`config.mk`:
```
export PLATFORM = sky130hd
export DESIGN_NAME = broadcast_arbiter
export DESIGN_NICKNAME = d
export VERILOG_FILES = /design/src/rtl/bcast_pkg.sv /design/src/rtl/bcast_fifo.sv /design/src/rtl/broadcast_arbiter.sv
export SDC_FILE = /design/constraint.sdc
export NUM_CORES = 1
export LEC_CHECK = 0
export ABC_AREA = 1
export BUFFER_PORTS_ARGS = -buffer_cell sky130_fd_sc_hd__buf_2
export CAP_MARGIN = 20
export CORE_MARGIN = 5
export CORE_UTILIZATION = 41
export DETAILED_ROUTE_END_ITERATION = 10
export SYNTH_ARGS = -nofsm -noshare
export SYNTH_HDL_FRONTEND = slang
export SYNTH_HIERARCHICAL = 1
export SYNTH_SLANG_ARGS = --single-unit
```
`constraint.sdc`:
```
create_clock -name CLK -period 4.4 [get_ports CLK]
set_input_delay 0.88 -clock CLK [delete_from_list [all_inputs] [get_ports CLK]]
set_output_delay 0.88 -clock CLK [all_outputs]
set_load 0.02 [all_outputs]
```
`src/rtl/bcast_pkg.sv`:
```
// Shared widths, source encodings and the queued broadcast entry layout.
package bcast_pkg;
  localparam int MAP_W  = 6;
  localparam int DATA_W = 32;

  localparam logic SRC_EXE = 1'b0;
  localparam logic SRC_MEM = 1'b1;

  typedef struct packed {
    logic [MAP_W-1:0]  map;
    logic [DATA_W-1:0] val;
  } entry_t;
endpackage

```
`src/rtl/bcast_fifo.sv`:
```
// Per-source skid FIFO; ready depends only on the registered count.
// Pushes to physical tag 0 are accepted but never stored.
module bcast_fifo #(
  parameter int DEPTH = 2,
  parameter int W     = 38,
  parameter int MAP_W = 6
) (
  input  logic                     CLK,
  input  logic                     RESET,
  input  logic                     flush,
  input  logic                     push,
  input  logic [W-1:0]             push_data,
  input  logic                     pop,
  output logic [W-1:0]             head_data,
  output logic [$clog2(DEPTH):0]   count,
  output logic                     ready
);
  localparam int CW = $clog2(DEPTH) + 1;
  localparam int PW = $clog2(DEPTH);
  localparam logic [CW-1:0] DEPTH_C = CW'(DEPTH);

  logic [W-1:0]  mem [DEPTH];
  logic [PW-1:0] wr_ptr;
  logic [PW-1:0] rd_ptr;
  logic          wr_en;
  logic          rd_en;

  assign ready     = (count < DEPTH_C);
  assign wr_en     = push && ready && !flush && (push_data[W-1 -: MAP_W] != '0);
  assign rd_en     = pop && (count != '0) && !flush;
  assign head_data = mem[rd_ptr];

  // Power-of-two depth lets the pointers wrap by plain overflow.
  always_ff @(posedge CLK or negedge RESET) begin
    if (!RESET) begin
      wr_ptr <= '0;
      rd_ptr <= '0;
      count  <= '0;
    end else if (flush) begin
      wr_ptr <= '0;
      rd_ptr <= '0;
      count  <= '0;
    end else begin
      if (wr_en) wr_ptr <= wr_ptr + 1'b1;
      if (rd_en) rd_ptr <= rd_ptr + 1'b1;
      case ({wr_en, rd_en})
        2'b10:   count <= count + 1'b1;
        2'b01:   count <= count - 1'b1;
        default: count <= count;
      endcase
    end
  end

  always_ff @(posedge CLK) begin
    if (wr_en) mem[wr_ptr] <= push_data;
  end
endmodule

```
`src/rtl/broadcast_arbiter.sv`:
```
// Merges exe and mem results onto one registered wakeup bus; mem wins ties
// unless exe has lost MAX_WAIT grants in a row. STALL/FLUSH suppress grants.
module broadcast_arbiter
  import bcast_pkg::SRC_EXE, bcast_pkg::SRC_MEM;
#(
  parameter int DEPTH    = 2,
  parameter int MAP_W    = bcast_pkg::MAP_W,
  parameter int DATA_W   = bcast_pkg::DATA_W,
  parameter int MAX_WAIT = 3
) (
  input  logic                   CLK,
  input  logic                   RESET,
  input  logic                   FLUSH,
  input  logic                   STALL,
  input  logic                   exe_req,
  input  logic [MAP_W-1:0]       exe_map,
  input  logic [DATA_W-1:0]      exe_val,
  output logic                   exe_ready,
  input  logic                   mem_req,
  input  logic [MAP_W-1:0]       mem_map,
  input  logic [DATA_W-1:0]      mem_val,
  output logic                   mem_ready,
  output logic                   bcast_valid,
  output logic [MAP_W-1:0]       bcast_map,
  output logic [DATA_W-1:0]      bcast_val,
  output logic                   bcast_src,
  output logic [$clog2(DEPTH):0] exe_count,
  output logic [$clog2(DEPTH):0] mem_count
);
  localparam int W  = MAP_W + DATA_W;
  localparam int WW = $clog2(MAX_WAIT + 1);
  localparam logic [WW-1:0] WAIT_MAX = WW'(MAX_WAIT);

  logic [W-1:0]  exe_head;
  logic [W-1:0]  mem_head;
  logic          exe_ne;
  logic          mem_ne;
  logic          active;
  logic          gnt_exe;
  logic          gnt_mem;
  logic [WW-1:0] exe_wait;

  bcast_fifo #(.DEPTH(DEPTH), .W(W), .MAP_W(MAP_W)) u_exe_fifo (
    .CLK       (CLK),
    .RESET     (RESET),
    .flush     (FLUSH),
    .push      (exe_req),
    .push_data ({exe_map, exe_val}),
    .pop       (gnt_exe),
    .head_data (exe_head),
    .count     (exe_count),
    .ready     (exe_ready)
  );

  bcast_fifo #(.DEPTH(DEPTH), .W(W), .MAP_W(MAP_W)) u_mem_fifo (
    .CLK       (CLK),
    .RESET     (RESET),
    .flush     (FLUSH),
    .push      (mem_req),
    .push_data ({mem_map, mem_val}),
    .pop       (gnt_mem),
    .head_data (mem_head),
    .count     (mem_count),
    .ready     (mem_ready)
  );

  // Grants use only registered FIFO state, so no input reaches an output combinationally.
  always_comb begin
    exe_ne  = (exe_count != '0);
    mem_ne  = (mem_count != '0);
    active  = !STALL && !FLUSH;
    gnt_exe = active && exe_ne && (!mem_ne || (exe_wait == WAIT_MAX));
    gnt_mem = active && mem_ne && !gnt_exe;
  end

  always_ff @(posedge CLK or negedge RESET) begin
    if (!RESET) begin
      exe_wait <= '0;
    end else if (FLUSH) begin
      exe_wait <= '0;
    end else if (!STALL) begin
      if (gnt_exe || !exe_ne) begin
        exe_wait <= '0;
      end else if (gnt_mem && (exe_wait != WAIT_MAX)) begin
        exe_wait <= exe_wait + 1'b1;
      end
    end
  end

  always_ff @(posedge CLK or negedge RESET) begin
    if (!RESET) begin
      bcast_valid <= 1'b0;
      bcast_map   <= '0;
      bcast_val   <= '0;
      bcast_src   <= 1'b0;
    end else if (gnt_exe) begin
      bcast_valid <= 1'b1;
      bcast_map   <= exe_head[W-1 -: MAP_W];
      bcast_val   <= exe_head[DATA_W-1:0];
      bcast_src   <= SRC_EXE;
    end else if (gnt_mem) begin
      bcast_valid <= 1'b1;
      bcast_map   <= mem_head[W-1 -: MAP_W];
      bcast_val   <= mem_head[DATA_W-1:0];
      bcast_src   <= SRC_MEM;
    end else begin
      bcast_valid <= 1'b0;
    end
  end
endmodule

```
# After elaboration in Yosys (flattened, before gate mapping)
# Memories as Yosys holds them, arrays and structs flattened.
# Cells that the tools add are included.
dict set report op_classes {
  n_eq_ne 7
  shift 0
  n_mux 28
  bitwise 0
  order_cmp 2
  n_addsub 9
  n_div 0
  mul 0
  reduce_logical 36
}
# cell n
set op_table {}
lappend op_table {{$mux 32} 2}
lappend op_table {{$logic_and 1x1->1} 16}
lappend op_table {{$mux 1} 16}
lappend op_table {{$reduce_bool 2->1} 7}
lappend op_table {{$mux 2} 6}
lappend op_table {{$mux 6} 2}
lappend op_table {{$reduce_bool 6->1} 2}
lappend op_table {{$reduce_bool 3->1} 3}
lappend op_table {{$pmux 2 s2} 2}
lappend op_table {{$add 2x1->2 const B} 3}
lappend op_table {{$eq 2x2->1 const B} 3}
lappend op_table {{$logic_not 1->1} 5}
lappend op_table {{$add 1x1->1 const B} 4}
lappend op_table {{$eq 2x1->1 const B} 2}
lappend op_table {{$lt 2x2->1 const B} 2}
lappend op_table {{$ne 2x2->1 const B} 2}
lappend op_table {{$sub 2x1->2 const B} 2}
lappend op_table {{$logic_or 1x1->1} 2}
lappend op_table {{$reduce_and 2->1} 1}
dict set report word_totals {
  rom_bits 0
  ff_bits 50
  inputBits 82
  latchBits 0
  mem_count 2
  mem_bits_rw 152
  out_inout_bits 46
}
# memory depth word_bits rd rd_ports_with_merged_regs wr line
set mem_list {}
lappend mem_list {u_exe_fifo.mem 2 38 1 0 1 bcast_fifo.sv:22} ;# logic [W-1:0] mem [DEPTH];
lappend mem_list {u_mem_fifo.mem 2 38 1 0 1 bcast_fifo.sv:22}

# Depth between registers and ports, before layout
# Gate-level depths: netlist of run 1.
dict set report depth {
  word_depth 11
  depth_mapped 11
}

# By module
# The synthesis of run 1 kept the hierarchy.
# mod cells_per_inst instances area_each_um2
set modules_own_cells {}
lappend modules_own_cells {bcast_fifo 238 2 3054.2}
lappend modules_own_cells {broadcast_arbiter 239 1 2137.0}

# Worst setup path before layout of run 1
# Ideal clock, no wire load.
dict set report synth_timing {
  kind {input -> register}
  from {in exe_req}
  to {mem u_exe_fifo.mem[1][0], enable pin}
  setup_time_ns 0.433
  path_slack_ns 1.222
  required_time_ns 3.967
  cell_stages 4
  n_path_buf 0
  arrival_time_ns 2.745
  cell_sequence {nand2_2 > nor2_4 > nand2_4 > nor2_1}
}
dict set report synth_via {
  elab_chain_cells 5
}
# element line
set synth_rtl {}
lappend synth_rtl {{start: declaration} broadcast_arbiter.sv:15} ;# input logic exe_req,
lappend synth_rtl {{$logic_and 1x1->1 (3 in a row)} bcast_fifo.sv:29} ;# assign wr_en = push && ready && !flush && (push_data[W-1 -: MAP_W] != '0);
lappend synth_rtl {{$mux 1} bcast_fifo.sv:55} ;# if (wr_en) mem[wr_ptr] <= push_data;
lappend synth_rtl {{$mux 1 (not written as such)} bcast_fifo.sv:55}
lappend synth_rtl {{end: declaration} bcast_fifo.sv:22}
# No other way between the ends.

# Worst setup path in the final report of run 1
dict set report layout_timing {
  from {in FLUSH}
  to {reg u_exe_fifo.count[1]}
}
dict set report layout_via {
  elab_chain_cells 9
}
# element line
set layout_rtl {}
lappend layout_rtl {{start: declaration} broadcast_arbiter.sv:13} ;# input logic FLUSH,
lappend layout_rtl {{$logic_not 1->1} {bcast_fifo.sv:29, bcast_fifo.sv:30, broadcast_arbiter.sv:71}}
lappend layout_rtl {{$logic_and 1x1->1} broadcast_arbiter.sv:71} ;# active = !STALL && !FLUSH;
lappend layout_rtl {{$logic_and 1x1->1 (2 in a row)} broadcast_arbiter.sv:72} ;# gnt_exe = active && exe_ne && (!mem_ne || (exe_wait == WAIT_MAX));
lappend layout_rtl {{$logic_and 1x1->1 (2 in a row)} bcast_fifo.sv:30} ;# assign rd_en = pop && (count != '0) && !flush;
lappend layout_rtl {{$eq 2x1->1 or $eq 2x2->1 (tied branches)} bcast_fifo.sv:46} ;# case ({wr_en, rd_en})
lappend layout_rtl {{$pmux 2 s2} bcast_fifo.sv:46}
lappend layout_rtl {{$mux 2} bcast_fifo.sv:39} ;# end else if (flush) begin
lappend layout_rtl {{end signal: assignment} bcast_fifo.sv:47} ;# 2'b10: count <= count + 1'b1;
lappend layout_rtl {{end signal: assignment} bcast_fifo.sv:48} ;# 2'b01: count <= count - 1'b1;
lappend layout_rtl {{end signal: assignment} bcast_fifo.sv:49} ;# default: count <= count;
lappend layout_rtl {{end: declaration} bcast_fifo.sv:15} ;# output logic [$clog2(DEPTH):0] count,
# Parallel ways exist; a longest one is shown, timed or not.
# A chain may end at the register's enable or synchronous reset.

==> results.md, run 1 <==
- complete, no violations — status
- 4.14 nW — leakage component of the power
- 5514 — number of global-route vias before repair
- 0 — antenna violations before repair
- 17.3% — total routing resource utilization after global routing
- 24.8% — FFs w/ async S/R, synth
- 21 — Num CTS Buffers
- 497 nW/um^2 — power density normalized to cell area
- 798 — net count of the mapped netlist
- 70.5% — sequential-to-total area share from yosys stat
- met4 — highest metal layer with signal wires
- edfxtp_1 (55%), dfrtp_1 (15%), nand2_1 (13%), nand3_1 (6.7%), nand3_2 (1.7%) — Area contributors post-synth
- 152 um — die boundary width
- 18.2 um — per-cell routed wire length
- 13.3 mm — HPWL after DPL
- nand2_1 — most common library cell in the layout ignoring fill and taps
- 51 — Site Rows
- 55.4% — Synth top area share
- 0 — number of failing hold endpoints at the final stage
- 0.861 ns — measured slew at the worst slew-check pin
- 18.4% — synthesis-to-layout area growth
- 127 — count of buffers inserted at the top-level ports
- 202 — number of flip-flops and latches in the synthesized netlist
- 0 — count of instances resized after the clock tree is built
- 11.5 um^2 — average cell area after synthesis
- edfxtp_1 — prevailing post-synth register cell
- 316 — Starting DRT DRC Count
- 715 — Post-Syn Instances
- 4 — router iterations before antenna repair
- 53.0% — share of the clock period used by the worst path after layout
- 9140 um^2 — cell area after placement
- 9.84 mm — met2 wire len
- clkbuf_16 — root buffer selected by CTS
- 2.33 ns — minimum clock period after layout
- 0 — post-CTS setup buffers
- 2.13 ns — worst reg-to-reg setup slack
- 152 um — vertical die dimension
- edfxtp_1 — cell type contributing the most total cell area after synthesis
- 5548 — via count of the routed design
- 1 — deepest level of the CTS H-tree
- 9760 um^2 — cell area after layout
- 8250 um^2 — Syn Std Cell Area
- FLUSH — beginning of the critical path
- 0 — DRC violations left
- 19700 um^2 — placeable core region
- 3 — maximum number of buffers from clock root to sink
- input port — Critical Path Source Type
- input port to flip-flop — critical path type
- 27 — number of distinct standard cells referenced by the synthesized netlist
- 202 — Sinks on Clock Net
- 0.000285 V — maximum ir drop on the vdd rail
- 4.95 — vias per cell
- 0 — number of buffers inserted by hold repair at cts
- 924 — final net count
- u_mem_fifo/mem[1][20] — worst flop-to-flop path endpoint
- 1.18 mm — length of routed met3 wiring
- 41 — maximum number of pins on one net before global-route repair
- 0.49 ns — worst skew pair latency
- 0 — aggregate global routing overflow
- 0 — maximum capacitance violations
- 4.77 ns — required time reported for the critical path endpoint
- 152 — number of synthesized flops with an enable pin
- u_exe_fifo/count[1] — critical path endpoint
- 0.755 — routability congestion estimate
- yes — CTS tree
- input port to asynchronous set/reset pin — Min-Delay Path Class
- 42.0% — initial core utilization
- 21 — highest net fanout along the worst path
- 8.93 mm — wire length on met1
- 0 — final setup vio count
- 0 — ANT nets after route
- 0.06 ns — clock slew seen by the registers of the worst setup and hold paths
- flip-flop — endpoint class of the critical path
- u_mem_fifo/count[1] — start of the worst register-to-register path
- 23000 um^2 — total die area
- 42.5% — Worst slew margin
- 128 — # IOs
- 0 — Max Slew Vio Count
- 0 — ant diodes
- 20.4 mm — routed wire length
- 0 ns — Setup TNS
- nand2_1 (278), edfxtp_1 (152), buf_2 (127), nand3_1 (111), dfrtp_1 (49) — commonest cells after routing, fill and taps aside
- 31.7 mm — global-route wire length before repair
- false — setup repair after global routing missed its margin
- 6 — Register-to-Register Path Depth
- 429 MHz — top achievable clock speed
- 25.4% — fraction of final layout cells sized beyond drive strength 1
- 2.70 ns — Data arrival, critical path
- 0.00886 ns — final setup skew
- 6 — number of synthesis warnings
worst min-delay path by stage:
stage | end | slack (ns) | cells after the start
3_5_place_dp | bcast_src | 0.48 | 1
5_1_grt | bcast_src | 0.53 | 1
6_report | bcast_val[28] | 0.49 | 1
2_1_floorplan | exe_wait[0] | 0.46 | 1
3_3_place_gp | bcast_src | 0.48 | 1
4_1_cts | bcast_src | 0.50 | 1
state kept, by name (all words and copies together) (netlist names), 2 cells and up:
| name | flops |
|---|---|
| u_mem_fifo/count | 2 |
| u_exe_fifo/mem | 76 |
| u_exe_fifo/count | 2 |
| bcast_val | 32 |
| exe_wait | 2 |
| bcast_map | 6 |
| u_mem_fifo/mem | 76 |
per-stage QoR:
step | power [W] | setup slack (ns) | instances | utilization [%] | hold WS (ns)
3_5_place_dp | 0.00327 | 1.56 | 1083 | 46.5 | 0.481
4_1_cts | 0.00490 | 2.08 | 1120 | 49.7 | 0.495
6_report | 0.00485 | 2.07 | 1120 | 49.7 | 0.490
3_3_place_gp | 0.00325 | 1.65 | 1081 | 46.2 | 0.479
5_1_grt | 0.00506 | 1.91 | 1120 | 49.7 | 0.525
2_1_floorplan | 0.00292 | 1.22 | 715 | - | 0.464
per-layer routing:
| metal | up-vias | GRT usage [%] |
|---|---|---|
| li1 | 2680 | - |
| met1 | 2662 | 23.8 |
| met2 | 181 | 29.0 |
| met3 | 25 | 2.81 |
| met4 | 0 | 4.07 |
| met5 | - | 0 |
cell usage after synthesis, types with 2 or more instances:
master,n
a21oi_1,2
buf_2,18
buf_6,10
clkbuf_1,6
dfrtp_1,50
edfxtp_1,152
inv_1,6
inv_2,10
nand2_1,278
nand2_2,6
nand2_4,4
nand3_1,111
nand3_2,14
nand3_4,2
nand4_1,4
nor2_1,21
nor2_2,3
nor2_4,4
o21ai_0,3
o21ai_1,2
o21ai_2,2
xor2_1,2
area by class of cell:
type                    count  area (um^2)
clock buffers              28          552
inverters                  16         60.1
clock inverters             9         67.6
multi-input cells         461         2170
repair buffers            139          766
well taps                 265          332
flip-flops and latches    202         5820
fillers                  1826         9890
cell families after synthesis:
group / share of synthesized area, %
AOI/OAI and AO/OA: 0.819
xor gates and xnor gates: 0.212
adders and majority gates: 0.152
buffers and inverters: 3.73
DFF: 70.5
and+or+nand+nor: 24.6
critical path: stages:
cell	delay (ns)
buf_2	0.19
nor2_2	0.25
o21ai_4	0.10
nor2_4	0.46
buf_4	0.37
nand3_2	0.13
nand3_2	0.12
nor2_1	0.05
nor2_1	0.09
nand2_1	0.06
power breakdown:
| part | switching [W] | total [W] | internal, W |
|---|---|---|---|
| clock network | 0.000693 | 0.00163 | 0.000938 |
| registers | 0.000130 | 0.00241 | 0.00228 |
| logic | 0.000539 | 0.000812 | 0.000274 |
Note: power is estimated with default switching activity, not from simulation.
==> run 2: changes to the inputs <==
==> constraint.sdc (replaced) <==
create_clock -name CLK -period 2.4 [get_ports CLK]
set_input_delay 0.48 -clock CLK [delete_from_list [all_inputs] [get_ports CLK]]
set_output_delay 0.48 -clock CLK [all_outputs]
set_load 0.02 [all_outputs]
==> run 2 against run 1 <==
  * Via count shrank 0.29%
  * Non-clock buffer count increased by 4
  * Register-to-register slack got worse by 1.6 ns
  * Core utilization grew 0.71 points
  * Sequential share of layout area down 0.85 points
  * Clock power up 88%
  * Total power increased by 86%
  * Clock skew rose by 0.0014 ns
  * Critical path depth down 6
  * Routed wire length decreased by 2.9%
  * Sequential power is 84% higher
==> results.md, run 2 (synthesized netlist as in run 1, its figures left out) <==
- complete, no violations — status, unchanged
- clkbuf_16 — root buffer selected by CTS, unchanged
- 0 — maximum capacitance violations, unchanged
- u_mem_fifo/count[1] — beginning of the critical path, was FLUSH
- 50.4% — share of the core filled with cells, was 49.7%
- 16.8% — total routing resource utilization after global routing, was 17.3%
- 76.8% — share of the clock period used by the worst path after layout
- 0.556 ns — least setup slack across all paths after layout, was 2.07 ns
- bcast_src — critical path endpoint, was u_exe_fifo/count[1]
- bcast_src — worst flop-to-flop path endpoint, was u_mem_fifo/mem[1][20]
- 23000 um^2 — total die area, unchanged
- 1.84 ns — minimum clock period after layout
- o21ai_4 > inv_2 > buf_12 > o21a_1 — chain of cells forming the critical path, was buf_2 > nor2_2 > o21ai_4 > nor2_4 > buf_4 > nand3_2 > nand3_2 > nor2_1 > nor2_1 > nand2_1
- 19.8 mm — routed wire length, was 20.4 mm
- 47.5% — Worst slew margin, was 42.5%
- 0.48 ns — worst skew pair latency, was 0.49 ns
- 909 nW/um^2 — power density normalized to cell area, was 497 nW/um^2
- 1 — number of buffers inserted by hold repair at cts, was 0
- 1768 — Layout fillers, was 1826
- 127 — count of buffers inserted at the top-level ports, unchanged
- 0 — DRC violations left, unchanged
- 4 — Register-to-Register Path Depth, was 6
- 0 — aggregate global routing overflow, unchanged
- 0 ns — Setup TNS, unchanged
- 30.8 mm — global-route wire length before repair, was 31.7 mm
- 5532 — via count of the routed design, was 5548
- o21ai_4 — standard cell with the maximum stage delay on the critical path, was nor2_4
- 928 — final net count, was 924
- 42.0% — initial core utilization, unchanged
- nand2_1 — most common library cell in the layout ignoring fill and taps, unchanged
- 0.0102 ns — final setup skew, was 0.00886 ns
- flip-flop — Critical Path Source Type, was input port
- 0 — final setup vio count, unchanged
- 12.8 mm — HPWL after DPL, was 13.3 mm
- 0.56 ns — worst reg-to-reg setup slack, was 2.13 ns
- 21 — Num CTS Buffers, unchanged
- 1 — deepest level of the CTS H-tree, unchanged
- 4.20 nW — leakage component of the power, was 4.14 nW
- 4 — router iterations before antenna repair, unchanged
- 1 — antenna violations before repair, was 0
- flip-flop — endpoint class of the critical path, unchanged
- 319 — Starting DRT DRC Count, was 316
- 0.451 ns — pre-CTS setup slack, was 1.56 ns
- yes — CTS tree, unchanged
- 0.52 ns — largest stage delay on the critical path, was 0.46 ns
- 542 MHz — top achievable clock speed
- 0.787 ns — measured slew at the worst slew-check pin, was 0.861 ns
- 4.92 — vias per cell, was 4.95
- 0.183 ns — worst hold slack, was 0.490 ns
- 0 — ant diodes, unchanged
- 17.6 um — per-cell routed wire length, was 18.2 um
- 0 — number of failing hold endpoints at the final stage, unchanged
- 19700 um^2 — placeable core region, unchanged
- nand2_1 (278), edfxtp_1 (152), buf_2 (127), nand3_1 (111), dfrtp_1 (50) — commonest cells after routing, fill and taps aside, was nand2_1 (278), edfxtp_1 (152), buf_2 (127), nand3_1 (111), dfrtp_1 (49)
- 128 — # IOs, unchanged
- 2 — buffer and inverter count on the worst path, unchanged
- 0 — Max Slew Vio Count, unchanged
- 152 um — die boundary width, unchanged
- 0.00900 W — post-layout total power, was 0.00485 W
- 4 — Crit. path cell count, was 10
- input port to flip-flop — Min-Delay Path Class, was input port to asynchronous set/reset pin
- 51 — Site Rows, unchanged
- compound AO/OA/AOI/OAI gates — dominant delay contributor by cell family on the critical path, was simple AND/OR/NAND/NOR gates
- 41 — maximum number of pins on one net before global-route repair, unchanged
- 0.000855 V — maximum ir drop on the vdd rail, was 0.000285 V
- 0.06 ns — clock slew seen by the registers of the worst setup and hold paths, about the same
- 20.1% — synthesis-to-layout area growth, was 18.4%
- 202 — Sinks on Clock Net, unchanged
- 0 — ANT nets after route, unchanged
- 2.77 ns — required time reported for the critical path endpoint, was 4.77 ns
- flip-flop to flip-flop — critical path type, was input port to flip-flop
- 152 um — vertical die dimension, unchanged
- 3 — maximum number of buffers from clock root to sink, unchanged
- 0 — post-CTS setup buffers, unchanged
- 2.21 ns — Data arrival, critical path, was 2.70 ns
- 0 — count of instances resized after the clock tree is built, unchanged
- false — setup repair after global routing missed its margin, unchanged
- 0.766 — routability congestion estimate, was 0.755
- 5423 — number of global-route vias before repair, was 5514
- u_mem_fifo/count[1] — start of the worst register-to-register path, unchanged
- 17 — highest net fanout along the worst path, was 21
- 25.7% — fraction of final layout cells sized beyond drive strength 1, was 25.4%
- u_exe_fifo/mem: 76 flops, u_mem_fifo/mem: 76 flops, bcast_val: 32 flops — biggest regs, unchanged
[run 2: changes by cell type in the layout (fill, tap and decap cells not counted), moves of 2 or more]
cell / before / now
buf_16: 2 / 0
clkinv_2: 6 / 3
buf_12: 0 / 9
clkbuf_8: 0 / 3
buf_4: 10 / 6
clkbuf_1: 7 / 4
[run 2: power by group]
part           internal [W]  leakage, nW  switching (W)  total, W
registers           0.00418         2.03       0.000249   0.00443
clock network       0.00181        0.320        0.00125   0.00306
logic              0.000521         1.85       0.000992   0.00151
[run 2: per-layer routing]
layer	vias up	GRT usage [%]	part of all wire (%)
met5	-	0	0.061
met4	2	4.41	2.3
met3	28	3.92	6.0
li1	2684	-	-
met2	157	28.5	48
met1	2661	22.0	43
[run 2: worst reg2reg max path, delay by kind of cell, from the launching register on]
kind                   cells  cell delay (ns)
flip-flops                 1             0.51
buffers and inverters      2             0.52
AO/OA/AOI/OAI              2             0.70
[run 2: per-stage QoR]
stage	area, um^2	std cells
6_report	9900	1124
5_1_grt	9900	1124
4_1_cts	9900	1124
3_5_place_dp	9240	1086
3_3_place_gp	9240	1086
2_1_floorplan	8250	715
[run 2: area by class of cell]
class                      instances  area [um^2]  share of cell area, %
multi-input combinational        461         2170                   21.9
inverter                          16         60.1                  0.607
clock buffer                      28          582                   5.88
tap                              265          332                   3.35
clock inverter                     9         72.6                  0.733
timing repair buffer             143          871                   8.80
sequential                       202         5820                   58.7
[run 2: how the worst min path moves through the flow]
stage	slack [ns]	cells after the start	end	from
after floorplan	0.18	0	bcast_map[0]	RESET
after global placement	0.49	1	bcast_src	bcast_src
after detailed placement	0.49	1	bcast_src	bcast_src
after CTS	0.16	1	u_exe_fifo/mem[0][7]	exe_val[7]
after global routing	0.16	1	u_mem_fifo/mem[0][31]	mem_val[31]
final	0.18	1	u_mem_fifo/mem[0][10]	mem_val[10]
==> run 3: changes to the inputs <==
==> constraint.sdc (replaced) <==
create_clock -name CLK -period 1.7 [get_ports CLK]
set_input_delay 0.34 -clock CLK [delete_from_list [all_inputs] [get_ports CLK]]
set_output_delay 0.34 -clock CLK [all_outputs]
set_load 0.02 [all_outputs]
==> run 3 against run 2 <==
  * First-iteration DRC count increased by 1.6%
  * Via count increased by 0.49%
  * Register-to-register slack got worse by 0.45 ns
  * Cell area increased by 2.1%
  * Sequential share of layout area decreased by 1.2 points
  * Critical path depth increased by 2
  * Global-route usage about the same
  * Clock-buffer cell count unchanged
  * Die area unchanged
  * Critical endpoint is now u_mem_fifo/mem[1][7]
  * Highest routed layer is now met4
==> results.md, run 3 (synthesized netlist as in run 1, its figures left out) <==
- 67.5% — Worst slew margin, was 47.5%
- 1.60 ns — minimum clock period after layout, was 1.84 ns
- 128 — # IOs, unchanged
- 152 um — die boundary width, unchanged
- inv_4 > nand2_4 > nor2_4 > nand2_4 > nor2_4 > buf_12 — chain of cells forming the critical path, was o21ai_4 > inv_2 > buf_12 > o21a_1
- 0.809 — routability congestion estimate, was 0.766
- 0 — post-CTS setup buffers, unchanged
- 0.103 ns — least setup slack across all paths after layout, was 0.556 ns
- input port to flip-flop — Min-Delay Path Class, unchanged
- 0 — number of failing hold endpoints at the final stage, unchanged
- 0.06 ns — clock slew seen by the registers of the worst setup and hold paths, about the same
- mem_val[6] — origin of the worst min-delay path, was mem_val[10]
- 941 — final net count, was 928
- 202 — Sinks on Clock Net, unchanged
- 127 — count of buffers inserted at the top-level ports, unchanged
- nand2_1 (278), edfxtp_1 (152), buf_2 (127), nand3_1 (111), dfrtp_1 (47) — commonest cells after routing, fill and taps aside, was nand2_1 (278), edfxtp_1 (152), buf_2 (127), nand3_1 (111), dfrtp_1 (50)
- 626 MHz — top achievable clock speed, was 542 MHz
- 0 — antenna violations before repair, was 1
- 0 — ANT nets after route, unchanged
- 19700 um^2 — placeable core region, unchanged
- 22.6% — synthesis-to-layout area growth, was 20.1%
- 0.0302 ns — worst hold slack, was 0.183 ns
- 22 — Num CTS Buffers, was 21
- 17.2 um — per-cell routed wire length, was 17.6 um
- 0 — ant diodes, unchanged
- u_mem_fifo/count[1] — beginning of the critical path, unchanged
- 5559 — via count of the routed design, was 5532
- 4.29 nW — leakage component of the power, was 4.20 nW
- false — setup repair after global routing missed its margin, unchanged
- 19.5 mm — routed wire length, was 19.8 mm
- 0.0132 W — post-layout total power, was 0.00900 W
- 1.79 ns — Data arrival, critical path, was 2.21 ns
- 39 — maximum number of pins on one net before global-route repair, was 41
- nand2_1 — most common library cell in the layout ignoring fill and taps, unchanged
- 0.50 ns — worst skew pair latency, was 0.48 ns
- 16.9% — total routing resource utilization after global routing, was 16.8%
- 324 — Starting DRT DRC Count, was 319
- 5500 — number of global-route vias before repair, was 5423
- 0 — Max Slew Vio Count, unchanged
- 30.9 mm — global-route wire length before repair, was 30.8 mm
- 1098 — number of placed instances, taps included, was 1086
- flip-flop — Critical Path Source Type, unchanged
- 0 — aggregate global routing overflow, unchanged
- complete, no violations — status, unchanged
- 0.49 ns — largest stage delay on the critical path, was 0.52 ns
- flip-flop — endpoint class of the critical path, unchanged
- 1139 — post-layout instance count excluding filler cells, was 1124
- 1300 nW/um^2 — power density normalized to cell area, was 909 nW/um^2
- clkbuf_16 — root buffer selected by CTS, unchanged
- u_exe_fifo/mem: 76 flops, u_mem_fifo/mem: 76 flops, bcast_val: 32 flops — biggest regs, unchanged
- 0 — DRC violations left, unchanged
- 4.88 — vias per cell, was 4.92
- 51 — Site Rows, unchanged
- 0.00101 V — maximum ir drop on the vdd rail, was 0.000855 V
- 42.0% — initial core utilization, unchanged
- 152 um — vertical die dimension, unchanged
- 0 — final setup vio count, unchanged
- u_mem_fifo/count[1] — start of the worst register-to-register path, unchanged
- yes — CTS tree, unchanged
- 27.3% — fraction of final layout cells sized beyond drive strength 1, was 25.7%
- 1.90 ns — required time reported for the critical path endpoint, was 2.77 ns
- 4 — router iterations before antenna repair, unchanged
- 94.0% — share of the clock period used by the worst path after layout, was 76.8%
- 0.0866 ns — pre-CTS setup slack, was 0.451 ns
- 3 — maximum number of buffers from clock root to sink, unchanged
- dfrtp_2 — standard cell with the maximum stage delay on the critical path, was o21ai_4
- 0 — maximum capacitance violations, unchanged
- 13.1 mm — HPWL after DPL, was 12.8 mm
- flip-flop to flip-flop — critical path type, unchanged
- 1 — deepest level of the CTS H-tree, unchanged
- 22 — highest net fanout along the worst path, was 17
- 0.487 ns — measured slew at the worst slew-check pin, was 0.787 ns
- 23000 um^2 — total die area, unchanged
- 0.0135 ns — final setup skew, was 0.0102 ns
run 3: changes by cell type in the layout (fill, tap and decap cells not counted), moves of 2 or more:
cell	delta
bufinv_16	+2
dfrtp_1	-3
nand2_4	+2
inv_2	-2
dfrtp_2	+3
buf_12	+2
buf_4	+10
clkbuf_8	-3
nand2_2	-2
inv_4	+2
clkbuf_16	+2
run 3: what timing repair did:
item                                    CTS  global route
hold endpoints to repair                 37             0
endpoints found under the setup margin    0             2
resized for setup                         0             1
hold buffers                              1             0
run 3: final timing paths:
kind                                   endpoint  slack [ns]  depth (start not counted)
max                        u_mem_fifo/mem[1][7]        0.10                          6
min                        u_mem_fifo/mem[1][6]        0.03                          1
max reg2reg                u_mem_fifo/mem[1][7]        0.10                          6
min reg2reg                           bcast_src        0.48                          1
max in group asynchronous   u_mem_fifo/count[0]        0.98                          3
min in group asynchronous         bcast_val[28]        0.24                          2
run 3: area by class of cell:
cell class | count | area (um^2)
Inverter | 16 | 65.1
Clock buffer | 28 | 594
Fill cell | 1741 | 9540
Multi-Input combinational cell | 461 | 2180
Timing Repair Buffer | 155 | 986
Sequential cell | 202 | 5820
Clock inverter | 12 | 136
Tap cell | 265 | 332
run 3: routing by layer:
metal	up-vias	global-route usage, %	share of wire [%]
li1	2719	-	-
met2	173	28.2	48
met4	0	4.71	2.5
met1	2630	22.7	43
met5	-	0	0
met3	37	3.21	6.0
run 3: through the flow:
stage	cell area [um^2]	utilization [%]	TNS, ns
floorplan	8290	-	-26.79
global placement	9370	47.7	0
detailed placement	9370	47.7	0
CTS	10100	51.4	0
global route	10100	51.5	0
finish	10100	51.5	0
run 3: power breakdown:
group          internal (W)  leakage (nW)  switching [W]
logic              0.000772          1.91        0.00138
registers           0.00590          2.03       0.000327
clock network       0.00293         0.352        0.00185
total               0.00960          4.29        0.00357
run 3: critical path: cells and delay by family (launching register included):
family / cells / cell delay (ns)
buf+inv: 2 / 0.31
flops: 1 / 0.49
simple gates: 4 / 0.49
